$ cat src/rtl/lab7_soc_switch_ctrl.sv
// rtl/lab7_soc_switch_ctrl.sv - debounced slide-switch Avalon-MM slave with rising-edge capture and IRQ
module lab7_soc_switch_ctrl #(
    parameter int WIDTH     = 12,
    parameter int DB_CYCLES = 50000,
    parameter int CNT_W     = 16
) (
    input  logic             clk,
    input  logic             reset,
    input  logic [1:0]       address,
    input  logic             chipselect,
    input  logic             write,
    input  logic [31:0]      writedata,
    output logic [31:0]      readdata,
    input  logic [WIDTH-1:0] in_port,
    output logic             irq
);

    localparam logic [0:0] ST_IDLE = 1'b0;
    localparam logic [0:0] ST_CNT  = 1'b1;

    localparam logic [CNT_W-1:0] CNT_LAST = CNT_W'(DB_CYCLES - 1);

    localparam logic [1:0] A_DATA    = 2'd0;
    localparam logic [1:0] A_IRQMASK = 2'd1;
    localparam logic [1:0] A_CTRL    = 2'd2;
    localparam logic [1:0] A_EDGECAP = 2'd3;

    logic [WIDTH-1:0] sync1;
    logic [WIDTH-1:0] sync2;
    logic [WIDTH-1:0] cand;
    logic [WIDTH-1:0] db_val;
    logic [CNT_W-1:0] cnt;
    logic [0:0]       state;
    logic [WIDTH-1:0] irqmask;
    logic [WIDTH-1:0] edgecap;
    logic             ctrl_en;

    logic [WIDTH-1:0] cand_nxt;
    logic [WIDTH-1:0] db_nxt;
    logic [CNT_W-1:0] cnt_nxt;
    logic [0:0]       state_nxt;
    logic [WIDTH-1:0] rise;
    logic [WIDTH-1:0] w1c_mask;
    logic [31:0]      rd_mux;
    logic             wr_en;

    // Only the low WIDTH bits of writedata reach any register.
    logic unused_wdata;
    assign unused_wdata = ^writedata;

    assign wr_en    = chipselect & write;
    assign w1c_mask = (wr_en && address == A_EDGECAP) ? writedata[WIDTH-1:0] : '0;
    assign rise     = db_nxt & ~db_val;
    assign irq      = |(edgecap & irqmask);

    // Debounce decision for the whole vector; bypass copies the synchronised input straight through.
    always_comb begin
        cand_nxt  = cand;
        db_nxt    = db_val;
        cnt_nxt   = cnt;
        state_nxt = state;
        if (!ctrl_en) begin
            db_nxt    = sync2;
            cnt_nxt   = '0;
            state_nxt = ST_IDLE;
        end else begin
            case (state)
                ST_IDLE: begin
                    cnt_nxt = '0;
                    if (sync2 != db_val) begin
                        cand_nxt  = sync2;
                        state_nxt = ST_CNT;
                    end
                end
                default: begin
                    if (sync2 != cand) begin
                        cand_nxt = sync2;
                        cnt_nxt  = '0;
                    end else if (cnt == CNT_LAST) begin
                        db_nxt    = cand;
                        cnt_nxt   = '0;
                        state_nxt = ST_IDLE;
                    end else begin
                        cnt_nxt = cnt + CNT_W'(1);
                    end
                end
            endcase
        end
    end

    // Read mux, zero-extended to the 32-bit bus.
    always_comb begin
        rd_mux = '0;
        case (address)
            A_DATA:    rd_mux[WIDTH-1:0] = db_val;
            A_IRQMASK: rd_mux[WIDTH-1:0] = irqmask;
            A_CTRL:    rd_mux[0]         = ctrl_en;
            default:   rd_mux[WIDTH-1:0] = edgecap;
        endcase
    end

    // Two-flop synchroniser and debounce state registers.
    always_ff @(posedge clk) begin
        if (reset) begin
            sync1  <= '0;
            sync2  <= '0;
            cand   <= '0;
            db_val <= '0;
            cnt    <= '0;
            state  <= ST_IDLE;
        end else begin
            sync1  <= in_port;
            sync2  <= sync1;
            cand   <= cand_nxt;
            db_val <= db_nxt;
            cnt    <= cnt_nxt;
            state  <= state_nxt;
        end
    end

    // Bus-visible registers; a new rise beats a simultaneous W1C of the same bit.
    always_ff @(posedge clk) begin
        if (reset) begin
            irqmask  <= '0;
            edgecap  <= '0;
            ctrl_en  <= 1'b1;
            readdata <= '0;
        end else begin
            edgecap  <= (edgecap & ~w1c_mask) | rise;
            readdata <= rd_mux;
            if (wr_en && address == A_IRQMASK) irqmask <= writedata[WIDTH-1:0];
            if (wr_en && address == A_CTRL)    ctrl_en <= writedata[0];
        end
    end

endmodule

$ cat config.mk
export PLATFORM = sky130hd
export DESIGN_NAME = lab7_soc_switch_ctrl
export DESIGN_NICKNAME = d
export VERILOG_FILES = /design/src/rtl/lab7_soc_switch_ctrl.sv
export SDC_FILE = /design/constraint.sdc
export NUM_CORES = 1
export LEC_CHECK = 0
export ABC_AREA = 1
export CORE_ASPECT_RATIO = 0.9
export CORE_UTILIZATION = 50
export CTS_BUF_LIST = sky130_fd_sc_hd__clkbuf_16
export DETAILED_ROUTE_END_ITERATION = 10
export DONT_BUFFER_PORTS = 1
export PLACE_DENSITY = 0.66
export SLEW_MARGIN = 20
export SYNTH_ARGS = -nofsm -noshare
export SYNTH_HDL_FRONTEND = slang
export SYNTH_SLANG_ARGS = --single-unit
$ cat constraint.sdc
create_clock -name clk -period 2.2 [get_ports clk]
set_clock_uncertainty 0.2 [all_clocks]
set_input_delay 0.55 -clock clk [delete_from_list [all_inputs] [get_ports clk]]
set_output_delay 0.55 -clock clk [all_outputs]
set_load 0.02 [all_outputs]
---- After elaboration in Yosys (flattened, before gate mapping) ----
Cells that the tools add are included.
storage, ports and cells
  bits in registers ....................... 122
  memories ................................ 0
  memory bits (writable) .................. 0
  ROM bits ................................ 0
  bits in latches ......................... 0
  word-level logic and storage cells ...... 51
  output and inout port bits .............. 33
  input port bits ......................... 50
cells by class
  divide/modulo/power cells ............... 0
  $add $sub $neg .......................... 1
  muxes and demuxes ....................... 14
  $lt $le $gt $ge ......................... 0
  multiply operators ...................... 0
  shifts and indexed selects .............. 0
  equality and inequality tests ........... 7
  reductions and logical operators ........ 9
  bitwise logic cells ..................... 9
operators with widths
  cell                                                                     count
  12-bit two-way mux                                                       8
  12-bit bitwise AND                                                       3
  11-bit one-hot mux with 3 select lines                                   1
  12-bit inequality test                                                   2
  12-bit inverter                                                          2
  16-bit by 1-bit adder with 16-bit output, second input constant          1
  16-bit equality test, second input constant                              1
  12-bit bitwise OR                                                        1
  12-bit OR reduction                                                      1
  5-bit OR reduction                                                       1
  2-bit equality test, second input constant                               2
  1-bit two-way mux                                                        4
  1-bit logical AND                                                        3
  1-bit one-hot mux with 3 select lines                                    1
  3-bit AND reduction                                                      1
  2-bit by 1-bit equality test with 1-bit output, second input constant    1
  2-bit zero test                                                          1
  2-bit by 1-bit inequality test with 1-bit output, second input constant  1
  1-bit inverter                                                           2
  2-bit nonzero test                                                       1
  2-bit OR reduction                                                       1
  1-bit bitwise AND                                                        1

---- Longest topological paths before layout ----
Gate-level depths: netlist of the first run.
  depth after elaboration ................. 7
  gate-level depth with buffers ........... 12
  gate-level depth less buffers ........... 11

---- Worst setup path before layout of the first run ----
OpenSTA, ideal clock, no wires.
  path kind ............................... flip-flop to flip-flop
  start ................................... reg cnt[0]
  end ..................................... reg edgecap[10]
  arrival time ............................ 1.484 ns
  period minus slack after synthesis ...... 1.797 ns
  buffers on the path ..................... 1
  stages on the path, launching flop included .. 11
  setup slack ............................. 0.403 ns
  data required time ...................... 1.887 ns
  setup time .............................. 0.113 ns
  cell sequence ........................... dfxtp_1 > ha_1 > nand3_1 > or2_4 > nor2_4 > nand3_4 > buf_6 > nand2_1 > nand3_1 > nand3_1 > nand2_1
on the way
  cells in the longest elaborated chain, start to end .. 7
ends and longest elaborated chain
  element                   line  source
  start: declaration        32    logic [CNT_W-1:0] cnt;
  start signal: assignment  116   cnt <= cnt_nxt;
  16-bit equality test      79    end else if (cnt == CNT_LAST) begin
  12-bit two-way mux        79
  12-bit two-way mux        76    if (sync2 != cand) begin
  12-bit two-way mux        67    case (state)
  12-bit two-way mux        62    if (!ctrl_en) begin
  12-bit bitwise AND        53    assign rise = db_nxt & ~db_val;
  12-bit bitwise OR         129   edgecap <= (edgecap & ~w1c_mask) | rise;
  end signal: assignment    129
  end: declaration          35    logic [WIDTH-1:0] edgecap;
No other way between the ends.
A chain may end at the register's enable or synchronous reset.

---- Worst setup path in the final report of the first run ----
  start ................................... reg edgecap[0]
  end ..................................... out irq
on the way
  cells in the longest elaborated chain, start to end .. 2
ends and longest elaborated chain
  element              line  source
  12-bit bitwise AND   54    assign irq = |(edgecap & irqmask);
  12-bit OR reduction  54
  end: declaration     15    output logic irq
No other way between the ends.

==> summary.md, run 1 <==
| Metric | Value |
|---|---|
| Status | `finished clean` |
| Clock Latency Late Sink | `around 0.35 ns` |
| DIE HEIGHT | `about 96 µm` |
| Crit path DAT | `1.37 ns` |
| Yosys cell types | `41` |
| Drt pass-1 iters | `4` |
| Unrepaired setup endpoints after global routing | `false` |
| Internal | `about 3000 µW` |
| Post-DR wirelength/cell | `13.82 µm` |
| Number of global-route vias before repair | `3846` |
| CP Data Required Time | `1.45 ns` |
| Most frequent cells in the layout | `140 x nand2_1, 116 x inv_1, 102 x dfxtp_1` |
| Post-Syn Area | `between 4000 and 5000 µm²` |
| Cell Pwr Density | `just under 800 nW/µm²` |
| Crit path cell chain | `nand2_1 -> o21ai_0 -> a221oi_2 -> nand3_2` |
| Pin count of the biggest net entering global routing | `48` |
| Sw Ratio | `27.48%` |
| DRC viols | `0` |
| CTS sink cnt | `102` |
| Area of the multi-input gates | `between 2000 and 2500 µm²` |
| Initial antenna violation count | `0` |
| Die width | `roughly 110 µm` |
| Final setup viols | `0` |
| 1st-iter DRT viols | `301` |
| Post-synthesis to final-layout area growth | `7.813%` |
| Vias/cell | `5.140` |
| Seq/Total Area, Yosys | `between 40% and 50%` |
| Synth warn | `0` |
| Sequential Power Share | `48.8%` |
| Net Switching | `approximately 1100 µW` |
| CTS tree | `done` |
| Max cap viols | `0` |
| Placeable Area | `9290 µm²` |
| Pre-CTS setup slack | `~0.23 ns` |
| Post-Synthesis Cells | `688` |
| Max VDD drop | `0.5148 mV` |
| Leak | `roughly 0.0025 µW` |
| Number of enable flip-flop cells after synthesis | `0` |
| # diodes | `0` |
| Crit-path leading delay family | `compound AO/OA/AOI/OAI gates` |
| Final WL | `between 10000 and 15000 µm` |
| Slowest CP cell | `dfxtp_1` |
| Min-Delay Path Class | `in2reg` |
| CP peak stage delay | `between 0.3 and 0.4 ns` |
| Buf/Inv on CP | `0` |
| Nature of the critical path startpoint | `flop` |
| Slew Viols, Final | `0` |
| I/O Pins | `83` |
| Port bufs | `0` |
| CP endpoint kind | `output port` |
| Most common cell after layout, fill and taps aside | `nand2_1` |
| Die area | `10140 µm²` |
| First-pass GRT wire length | `18550 µm` |
| Final Worst Setup Slack | `0.08194 ns` |
| CTS Buf Count | `9` |
| Tmin final | `2.118 ns` |
| GP Congestion | `0.8835` |
| Ys flop type | `dfxtp_1` |
| Initial Utilization | `52.40%` |
| Row count | `33` |
| Clock power share | `38.6%` |
| CTS root buf | `clkbuf_16` |
| Total GRT Usage | `a little under a quarter` |
| Post-DP HPWL | `8313 µm` |
| Final Hold Viols | `0` |
| Combinational share of power | `12.6%` |
| Ratio of final minimum period to clock period | `approximately 96%` |
| Reg area | `slightly above 2000 µm²` |
| Layout cell share with drive strength beyond 1 | `a little over a tenth` |
| Post-DRT Antenna Nets | `0` |
| Post-CTS setup buffer count | `0` |
| Crit Path Max Fanout | `3` |
| Hold Buf Count CTS | `0` |
| Syn_area_per_cell | `7.076 µm²` |
| Synth Register Bits | `102` |
| Clock transition at path regs | `0.07 ns` |
| Vias | `4194` |
| Max clock buf depth | `2` |
| Fillcell total | `921` |
| GRT overflow | `0` |
| Critical path class | `reg2out` |
| Synth async-reset ratio | `0%` |
| Layout Nets | `740` |
| H-tree depth | `3` |
| Setup TNS | `0 ns` |
| Fmax | `472.1 MHz` |
worst paths after layout:
check	from	end	slack, ns	depth (start not counted)
min reg2reg	sync1[7]	sync2[7]	0.20	2
max	edgecap[0]	irq	0.08	4
max reg2reg	sync2[6]	edgecap[4]	0.20	11
min	reset	sync1[9]	0.06	1
final cells by class:
class	count	share of cell area (%)
clock inverters	7	1.406
flip-flops and latches	102	38.90
well taps	122	2.908
inverters	127	9.130
multi-input cells	435	41.12
clock buffers	9	4.291
repair buffers	14	2.241
flip-flops by register name, summed over array words and instances, names as in the netlist, 12 cells and up:
register  flops
cand         12
cnt          16
db_val       12
edgecap      12
irqmask      12
readdata     12
sync1        12
sync2        12
layer usage:
layer / vias to the layer above / global-route usage [%] / part of all wire, %
li1: 2123 / - / -
met1: 1925 / 32.84 / 49
met2: 131 / 37.09 / 44
met3: 15 / 4.921 / 5.4
met4: 0 / 6.829 / 1.4
met5: - / 0 / 0
through the flow:
step | instances | hold slack, ns | total power, µW | utilization, % | area, µm²
after floorplan | 707 | 0.1883 | 2484 | - | 4940
after global placement | 800 | 0.1917 | 2555 | 53.09 | 4932
after detailed placement | 800 | 0.1958 | 2566 | 53.09 | 4932
after CTS | 816 | 0.05230 | 4166 | 56.43 | 5243
after global routing | 816 | 0.05383 | 4307 | 56.50 | 5249
final | 816 | 0.06397 | 4128 | 56.50 | 5249
synth_stat cells, types with 2 or more instances:
| cell | instances | area, µm² |
|---|---|---|
| nand2_1 | 140 | 525.5 |
| inv_1 | 116 | 435.4 |
| dfxtp_1 | 102 | 2042 |
| nor2_1 | 88 | 330.3 |
| nand3_1 | 37 | 185.2 |
| a21oi_1 | 28 | 140.1 |
| nand4_1 | 27 | 168.9 |
| o21ai_0 | 25 | 125.1 |
| buf_4 | 23 | 172.7 |
| o22ai_1 | 14 | 87.58 |
| clkbuf_1 | 10 | 37.54 |
| inv_2 | 10 | 37.54 |
| nand3_2 | 10 | 100.1 |
| nand2_2 | 8 | 50.05 |
| buf_2 | 6 | 30.03 |
| o21ai_1 | 5 | 25.02 |
| a221oi_1 | 4 | 35.03 |
| o211ai_1 | 4 | 30.03 |
| buf_6 | 3 | 33.78 |
| nor2_2 | 2 | 12.51 |
| nor2_4 | 2 | 22.52 |
| nor2_8 | 2 | 40.04 |
| nor3_2 | 2 | 20.02 |
| nor3b_2 | 2 | 25.02 |
| xor2_1 | 2 | 17.52 |
power groups by stage:
| stage | Combinational [µW] | Clock [µW] | Sequential (µW) |
|---|---|---|---|
| 2_1_floorplan | 450 | 0 | 2030 |
| 3_3_place_gp | 502 | 0 | 2050 |
| 3_5_place_dp | 512 | 0 | 2050 |
| 4_1_cts | 516 | 1640 | 2010 |
| 5_1_grt | 584 | 1700 | 2020 |
| 6_report | 520 | 1590 | 2020 |
cell families (layout without fill, tap and decap cells):
family,Yosys count,in the layout,synth area share [%]
xor+xnor,3,3,0.5398
simple gates,325,325,31.41
flops,102,102,41.94
buf+inv,170,157,15.55
fa+ha+maj,1,1,0.2570
compound gates,86,86,10.23
other cells,1,20,0.07703
repair_timing:
action | CTS | global route
hold endpoints to repair | 0 | 0
endpoints found under the setup margin | 1 | 1
gates resized for setup | 2 | 1
Note: power is estimated with default switching activity, not from simulation.
==> run 2: changes to the inputs <==
--- a/config.mk
+++ b/config.mk
@@ -6,12 +6,14 @@
 export NUM_CORES = 1
 export LEC_CHECK = 0
 export ABC_AREA = 1
+export ABC_CLOCK_PERIOD_IN_PS = 2200
 export CORE_ASPECT_RATIO = 0.9
 export CORE_UTILIZATION = 50
 export CTS_BUF_LIST = sky130_fd_sc_hd__clkbuf_16
 export DETAILED_ROUTE_END_ITERATION = 10
 export DONT_BUFFER_PORTS = 1
 export PLACE_DENSITY = 0.66
+export REMOVE_ABC_BUFFERS = 1
 export SLEW_MARGIN = 20
 export SYNTH_ARGS = -nofsm -noshare
 export SYNTH_HDL_FRONTEND = slang
==> run 2 against run 1 <==
  * Final cell count down 0.49%
  * Die area unchanged
  * Register-to-register slack about the same
  * Global-route usage down 1.4 points
  * Sequential cell count unchanged
  * Total power down 0.52%
  * Sequential share of layout area up 0.43 points
  * Non-clock buffer count down 4
  * Maximum frequency up 0.34%
  * First-iteration DRC count down 26%
  * Sequential power about the same
  * Critical endpoint unchanged
==> summary.md, run 2 (synthesis results as in run 1) <==
| Metric | Value |
|---|---|
| Status | `finished clean` |
| Final Cell Area | `5191 µm² (-1.1%)` |
| Combinational share of power | `12.1% (-0.5 points)` |
| Most frequent cells in the layout | `140 x nand2_1, 116 x inv_1, 102 x dfxtp_1` |
| Fmax | `473.7 MHz (+0.34%)` |
| CTS Buf Count | `9 (unchanged)` |
| CP Data Required Time | `1.45 ns (about the same)` |
| Cell Pwr Density | `791.1 nW/µm² (+0.59%)` |
| Sw Ratio | `27.32% (-0.16 points)` |
| Final Hold Viols | `0 (unchanged)` |
| Clock power share | `38.9% (+0.3 points)` |
| H-tree depth | `3 (unchanged)` |
| Hold_ws | `0.06621 ns (+0.002243 ns)` |
| Core Util, Final | `55.88% (-0.62 points)` |
| Port bufs | `0 (unchanged)` |
| Pin count of the biggest net entering global routing | `41 (-15%)` |
| Vias | `4118 (-1.8%)` |
| DRC viols | `0 (unchanged)` |
| CP endpoint kind | `output port` |
| GRT overflow | `0 (unchanged)` |
| Die area | `10140 µm² (unchanged)` |
| I/O Pins | `83 (unchanged)` |
| Reg2reg path depth | `11 (unchanged)` |
| Row count | `33 (unchanged)` |
| Hold Buf Count CTS | `0 (unchanged)` |
| Max VDD drop | `0.3881 mV (-25%)` |
| Hold EP | `sync1[0]` |
| Worst r2r dst | `cand[4]` |
| Critical path class | `reg2out` |
| Hold path startpoint | `reset` |
| Number of global-route vias before repair | `3821 (-0.65%)` |
| Post-DR wirelength/cell | `12.80 µm (-7.4%)` |
| Worst-Margin Slew | `0.5032 ns` |
| Drt pass-1 iters | `5 (+1)` |
| Layout Nets | `736 (-0.54%)` |
| CTS root buf | `clkbuf_16` |
| CTS sink cnt | `102 (unchanged)` |
| Setup TNS | `0 ns (unchanged)` |
| Layout Cells excl Fill | `812 (-0.49%)` |
| Min-Delay Path Class | `in2reg` |
| Relative max-transition margin | `66.42%` |
| 1st-iter DRT viols | `223 (-26%)` |
| Cell depth of the worst hold path | `1 (unchanged)` |
| Total GRT Usage | `22.30% (-1.4 points)` |
| DIE HEIGHT | `95.61 µm (unchanged)` |
| Ratio of final minimum period to clock period | `95.95% (-0.32 points)` |
| # diodes | `0 (unchanged)` |
| Crit Path Max Fanout | `3 (unchanged)` |
| Final WL | `10400 µm (-7.8%)` |
| Max cap viols | `0 (unchanged)` |
| Leak | `0.002492 µW (-0.96%)` |
| First-pass GRT wire length | `17730 µm (-4.4%)` |
| Max clock buf depth | `2 (unchanged)` |
| Post-CTS setup buffer count | `0 (unchanged)` |
| Die width | `106.0 µm (unchanged)` |
| Cells after DPL | `796 (-0.50%)` |
| Clock Latency Late Sink | `0.35 ns (about the same)` |
| Internal | `2985 µW (-0.30%)` |
| Placeable Area | `9290 µm² (unchanged)` |
| Reg-to-reg slack, setup | `0.20 ns (about the same)` |
| Most common cell after layout, fill and taps aside | `nand2_1` |
| Largest reg by FF count | `cnt` |
| Placed cell area | `4890 µm² (-0.86%)` |
| GP Congestion | `0.9019 (+2.1%)` |
| Tmin final | `2.111 ns (-0.007130 ns)` |
| Layout cell share with drive strength beyond 1 | `9.855% (-0.95 points)` |
| Crit path DAT | `1.36 ns (about the same)` |
| Final setup viols | `0 (unchanged)` |
| Unrepaired setup endpoints after global routing | `false` |
| Vias/cell | `5.071 (-1.3%)` |
| Sequential Power Share | `49.0% (+0.2 points)` |
| Post-DP HPWL | `7519 µm (-9.5%)` |
| Post-synthesis to final-layout area growth | `6.631%` |
| Post-DRT Antenna Nets | `0 (unchanged)` |
| Nature of the critical path startpoint | `flop` |
| Initial Utilization | `52.40% (unchanged)` |
| CTS tree | `done` |
| RR Startpoint | `sync2[5]` |
| Max reg flops | `16 (unchanged)` |
| Net Switching | `1122 µW (-1.1%)` |
| Slew Viols, Final | `0 (unchanged)` |
| Initial antenna violation count | `0 (unchanged)` |
| Clock transition at path regs | `0.07 ns (about the same)` |
[run 2: worst max-delay path by stage]
stage	cells past startpoint	start	end
2_1_floorplan	6	ctrl_en	cnt[5]
3_3_place_gp	9	cnt[0]	edgecap[1]
3_5_place_dp	9	cnt[0]	edgecap[1]
4_1_cts	4	irqmask[3]	irq
5_1_grt	4	irqmask[10]	irq
6_report	4	irqmask[10]	irq
[run 2: critical path, stage by stage, from the launching register on]
cell and delay [ns]:
dfxtp_1 0.30, inv_1 0.09, o21ai_0 0.14, a221oi_1 0.28
nand3_2 0.20
[run 2: through the flow]
stage	setup WS (ns)	power, µW
after floorplan	0.02029	2424
after global placement	0.2748	2528
after detailed placement	0.2416	2543
after CTS	0.07407	4129
after global routing	0.009334	4289
final	0.08908	4107
[run 2: cell type report]
| class | instances | area [µm²] |
|---|---|---|
| timing repair buffer | 10 | 75.07 |
| clock buffer | 9 | 225.2 |
| tap | 122 | 152.6 |
| fill | 903 | 4099 |
| multi-input combinational | 435 | 2146 |
| inverter | 127 | 479.2 |
| sequential | 102 | 2042 |
| clock inverter | 7 | 71.32 |
[run 2: layer usage]
metal	track usage, %	vias to the layer above	share of wire [%]
li1	-	2116	-
met1	29.34	1835	48
met2	34.53	147	43
met3	5.537	20	7.1
met4	10.30	0	2.3
met5	0	-	0
[run 2: what timing repair did]
item                                    4_1_cts  5_1_grt
gates resized for setup                       0        1
endpoints found under the hold margin         0        0
endpoints found under the setup margin        0        1
[run 2: power groups by stage]
| stage | sequential, µW | combinational [µW] | clock [µW] |
|---|---|---|---|
| floorplan | 2040 | 386 | 0 |
| global placement | 2050 | 479 | 0 |
| detailed placement | 2050 | 490 | 0 |
| CTS | 2010 | 495 | 1620 |
| global route | 2020 | 570 | 1700 |
| finish | 2010 | 498 | 1600 |
==> run 3: changes to the inputs <==
--- a/config.mk
+++ b/config.mk
@@ -5,7 +5,6 @@
 export SDC_FILE = /design/constraint.sdc
 export NUM_CORES = 1
 export LEC_CHECK = 0
-export ABC_AREA = 1
 export ABC_CLOCK_PERIOD_IN_PS = 2200
 export CORE_ASPECT_RATIO = 0.9
 export CORE_UTILIZATION = 50
==> run 3 against run 2 <==
  * Worst hold slack improved by 0.015 ns
  * Total power decreased by 7.7%
  * Final cell count decreased by 23%
  * Combinational power decreased by 39%
  * Clock power decreased by 5%
  * Largest cell class unchanged
  * Highest routed layer unchanged
==> summary.md, run 3 <==
| Metric | Value |
|---|---|
| Tmin final | `2.116 ns (+0.005407 ns)` |
| Met3 Use GR | `5.335% (-0.20 points)` |
| Final WL | `8787 µm (-15%)` |
| Syn_area_per_cell | `9.028 µm² (+28%)` |
| Most frequent cells in the layout | `95 x dfxtp_1, 53 x nand2_1, 35 x nor2_1` |
| Row count | `32 (-3.0%)` |
| CP endpoint kind | `output port` |
| Setup TNS | `0 ns (unchanged)` |
| Layout Nets | `550 (-25%)` |
| Largest cells by area after synthesis | `dfxtp_1 46%, nand2_1 4.4%, xor2_1 4.3%` |
| Busiest layer in global routing | `met2` |
| Vias | `3352 (-19%)` |
| Seq/Total Area, Yosys | `45.51% (+3.6 points)` |
| Ratio of final minimum period to clock period | `96.20% (+0.25 points)` |
| Core Util, Final | `57.18% (+1.3 points)` |
| Ys flop type | `dfxtp_1` |
| Post-synthesis to final-layout area growth | `10.21%` |
| Largest reg by FF count | `cnt` |
| CTS root buf | `clkbuf_16` |
| H-tree depth | `3 (unchanged)` |
| Worst-Margin Slew | `0.5607 ns (+0.05756 ns)` |
| Cell Pwr Density | `766.8 nW/µm² (-3.1%)` |
| Critical path class | `reg2out` |
| CP Data Required Time | `1.45 ns (about the same)` |
| Number of enable flip-flop cells after synthesis | `0 (unchanged)` |
| Post-Syn Area | `4487 µm² (-7.8%)` |
| Synth warn | `0 (unchanged)` |
| GR Util met2 | `30.35% (-4.2 points)` |
| Synth Register Bits | `102 (unchanged)` |
| Max reg flops | `16 (unchanged)` |
| Layout Cells excl Fill | `623 (-23%)` |
| GRT overflow | `0 (unchanged)` |
| Clock Latency Late Sink | `0.33 ns (-0.02 ns)` |
| Drt pass-1 iters | `5 (unchanged)` |
| CTS tree | `done` |
| Slew Viols, Final | `0 (unchanged)` |
| GR Util met1 | `29.69% (+0.35 points)` |
| Fmax | `472.5 MHz (-0.26%)` |
| Final Hold Viols | `0 (unchanged)` |
| Clock transition at path regs | `0.06 ns (about the same)` |
| Number of global-route vias before repair | `3102 (-19%)` |
| Synth top area share | `45.51% (+3.6 points)` |
| Total GRT Usage | `20.49% (-1.8 points)` |
| Unrepaired setup endpoints after global routing | `false` |
| Max VDD drop | `0.3861 mV (-0.52%)` |
| CTS Buf Count | `9 (unchanged)` |
| Placed cell area | `4622 µm² (-5.5%)` |
| # diodes | `0 (unchanged)` |
| Crit path DAT | `1.37 ns (about the same)` |
| Synth async-reset ratio | `0% (unchanged)` |
| Status | `finished clean` |
| Post-DP HPWL | `6199 µm (-18%)` |
| Post-synth top cells | `102 x dfxtp_1, 53 x nand2_1, 35 x nor2_1` |
| Max clock buf depth | `2 (unchanged)` |
| DIE HEIGHT | `91.87 µm (-3.9%)` |
| Initial Utilization | `51.88% (-0.52 points)` |
| Hold Buf Count CTS | `0 (unchanged)` |
| Post-CTS setup buffer count | `0 (unchanged)` |
| First-pass GRT wire length | `15010 µm (-15%)` |
| Die area | `9357 µm² (-7.7%)` |
| Post-DR wirelength/cell | `14.10 µm (+10%)` |
| Initial antenna violation count | `0 (unchanged)` |
| Most common cell after layout, fill and taps aside | `dfxtp_1` |
| CTS sink cnt | `102 (unchanged)` |
| Port bufs | `0 (unchanged)` |
| Nature of the critical path startpoint | `flop` |
| Area leader, netlist | `dfxtp_1` |
| Die width | `101.9 µm (-3.9%)` |
| GP Congestion | `0.8122 (-9.9%)` |
| Most numerous cell in the Yosys netlist | `dfxtp_1` |
| Max cap viols | `0 (unchanged)` |
| Relative max-transition margin | `62.54% (-3.9 points)` |
| Hold_ws | `0.08132 ns (+0.01511 ns)` |
| 1st-iter DRT viols | `205 (-8.1%)` |
| Leak | `0.001831 µW (-27%)` |
| Placeable Area | `8648 µm² (-6.9%)` |
| Cells after DPL | `607 (-24%)` |
| Layout cell share with drive strength beyond 1 | `12.90% (+3.0 points)` |
| Pin count of the biggest net entering global routing | `66 (+61%)` |
| Final Cell Area | `4945 µm² (-4.7%)` |
| Post-Synthesis Cells | `497 (-28%)` |
| Min-Delay Path Class | `in2reg` |
| Final setup viols | `0 (unchanged)` |
| Post-DRT Antenna Nets | `0 (unchanged)` |
| Vias/cell | `5.380 (+6.1%)` |
| Crit Path Max Fanout | `3 (unchanged)` |
| DRC viols | `0 (unchanged)` |
| Yosys cell types | `44 (+7.3%)` |
| I/O Pins | `83 (unchanged)` |
-- run 3: cell count changes in the layout (fill, tap and decap cells not counted), moves of 20 or more --
cell     change
nor2_1      -53
xor2_1      +20
a31oi_1     +24
nand2_1     -87
nor2b_1     +24
nand4_1     -20
inv_1      -111
-- run 3: kinds of logic (layout without fill, tap and decap cells) --
group	after synthesis	in the layout	share of synthesized area, %
flip-flops	102	102	45.51
multiplexers	24	24	5.940
adder cells (fa/ha/maj)	1	1	0.2788
AND/OR/NAND/NOR	185	185	20.94
AO/OA/AOI/OAI	91	91	12.66
XOR/XNOR	38	38	7.752
other	1	20	0.08358
buffers and inverters	55	43	6.832
-- run 3: path summary, 6_finish.rpt --
path              start  cells after the start   endpoint  slack (ns)
max reg2reg     cand[4]                      6  db_val[5]        0.11
min               reset                      1   sync1[9]        0.08
max          edgecap[3]                      3        irq        0.08
min reg2reg    sync1[3]                      1   sync2[3]        0.23
-- run 3: worst max-delay path: stages, from the launching register on --
cell and delay (ns):
dfxtp_1 0.34, a22o_1 0.24, a221oi_1 0.25, nand3_2 0.21
-- run 3: final cells by class --
type | count | area (µm²)
clock inverters | 7 | 65.06
repair buffers | 22 | 202.7
multi-input cells | 359 | 2233
well taps | 119 | 148.9
inverters | 5 | 18.77
fillers | 785 | 3704
flip-flops and latches | 102 | 2051
clock buffers | 9 | 225.2
-- run 3: power breakdown --
part | total (µW) | internal, µW | leakage [µW] | switching (µW)
clock network | 1520 | 871 | 0.000133 | 649
logic | 305 | 140 | 0.000865 | 165
registers | 1970 | 1910 | 0.000834 | 59.3
-- run 3: what timing repair did --
action                                 4_1_cts  5_1_grt
endpoints found under the hold margin        0        0
pin swaps                                    1        1
setup endpoints to repair                    1       25
gates resized for setup                      2        9
-- run 3: through the flow --
stage | worst slack [ns] | total power [µW]
detailed placement | 0.08432 | 2309
CTS | 0.07268 | 3824
global placement | 0.1042 | 2302
finish | 0.08367 | 3792
global route | 0.004469 | 3958
floorplan | -0.2437 | 2211
-- run 3: routing by layer --
metal	vias up	part of all wire (%)	wire length (µm)
met3	4	7.7	680
met2	121	44	3854
li1	1687	-	-
met4	0	0.63	55
met5	-	0	0
met1	1540	48	4197
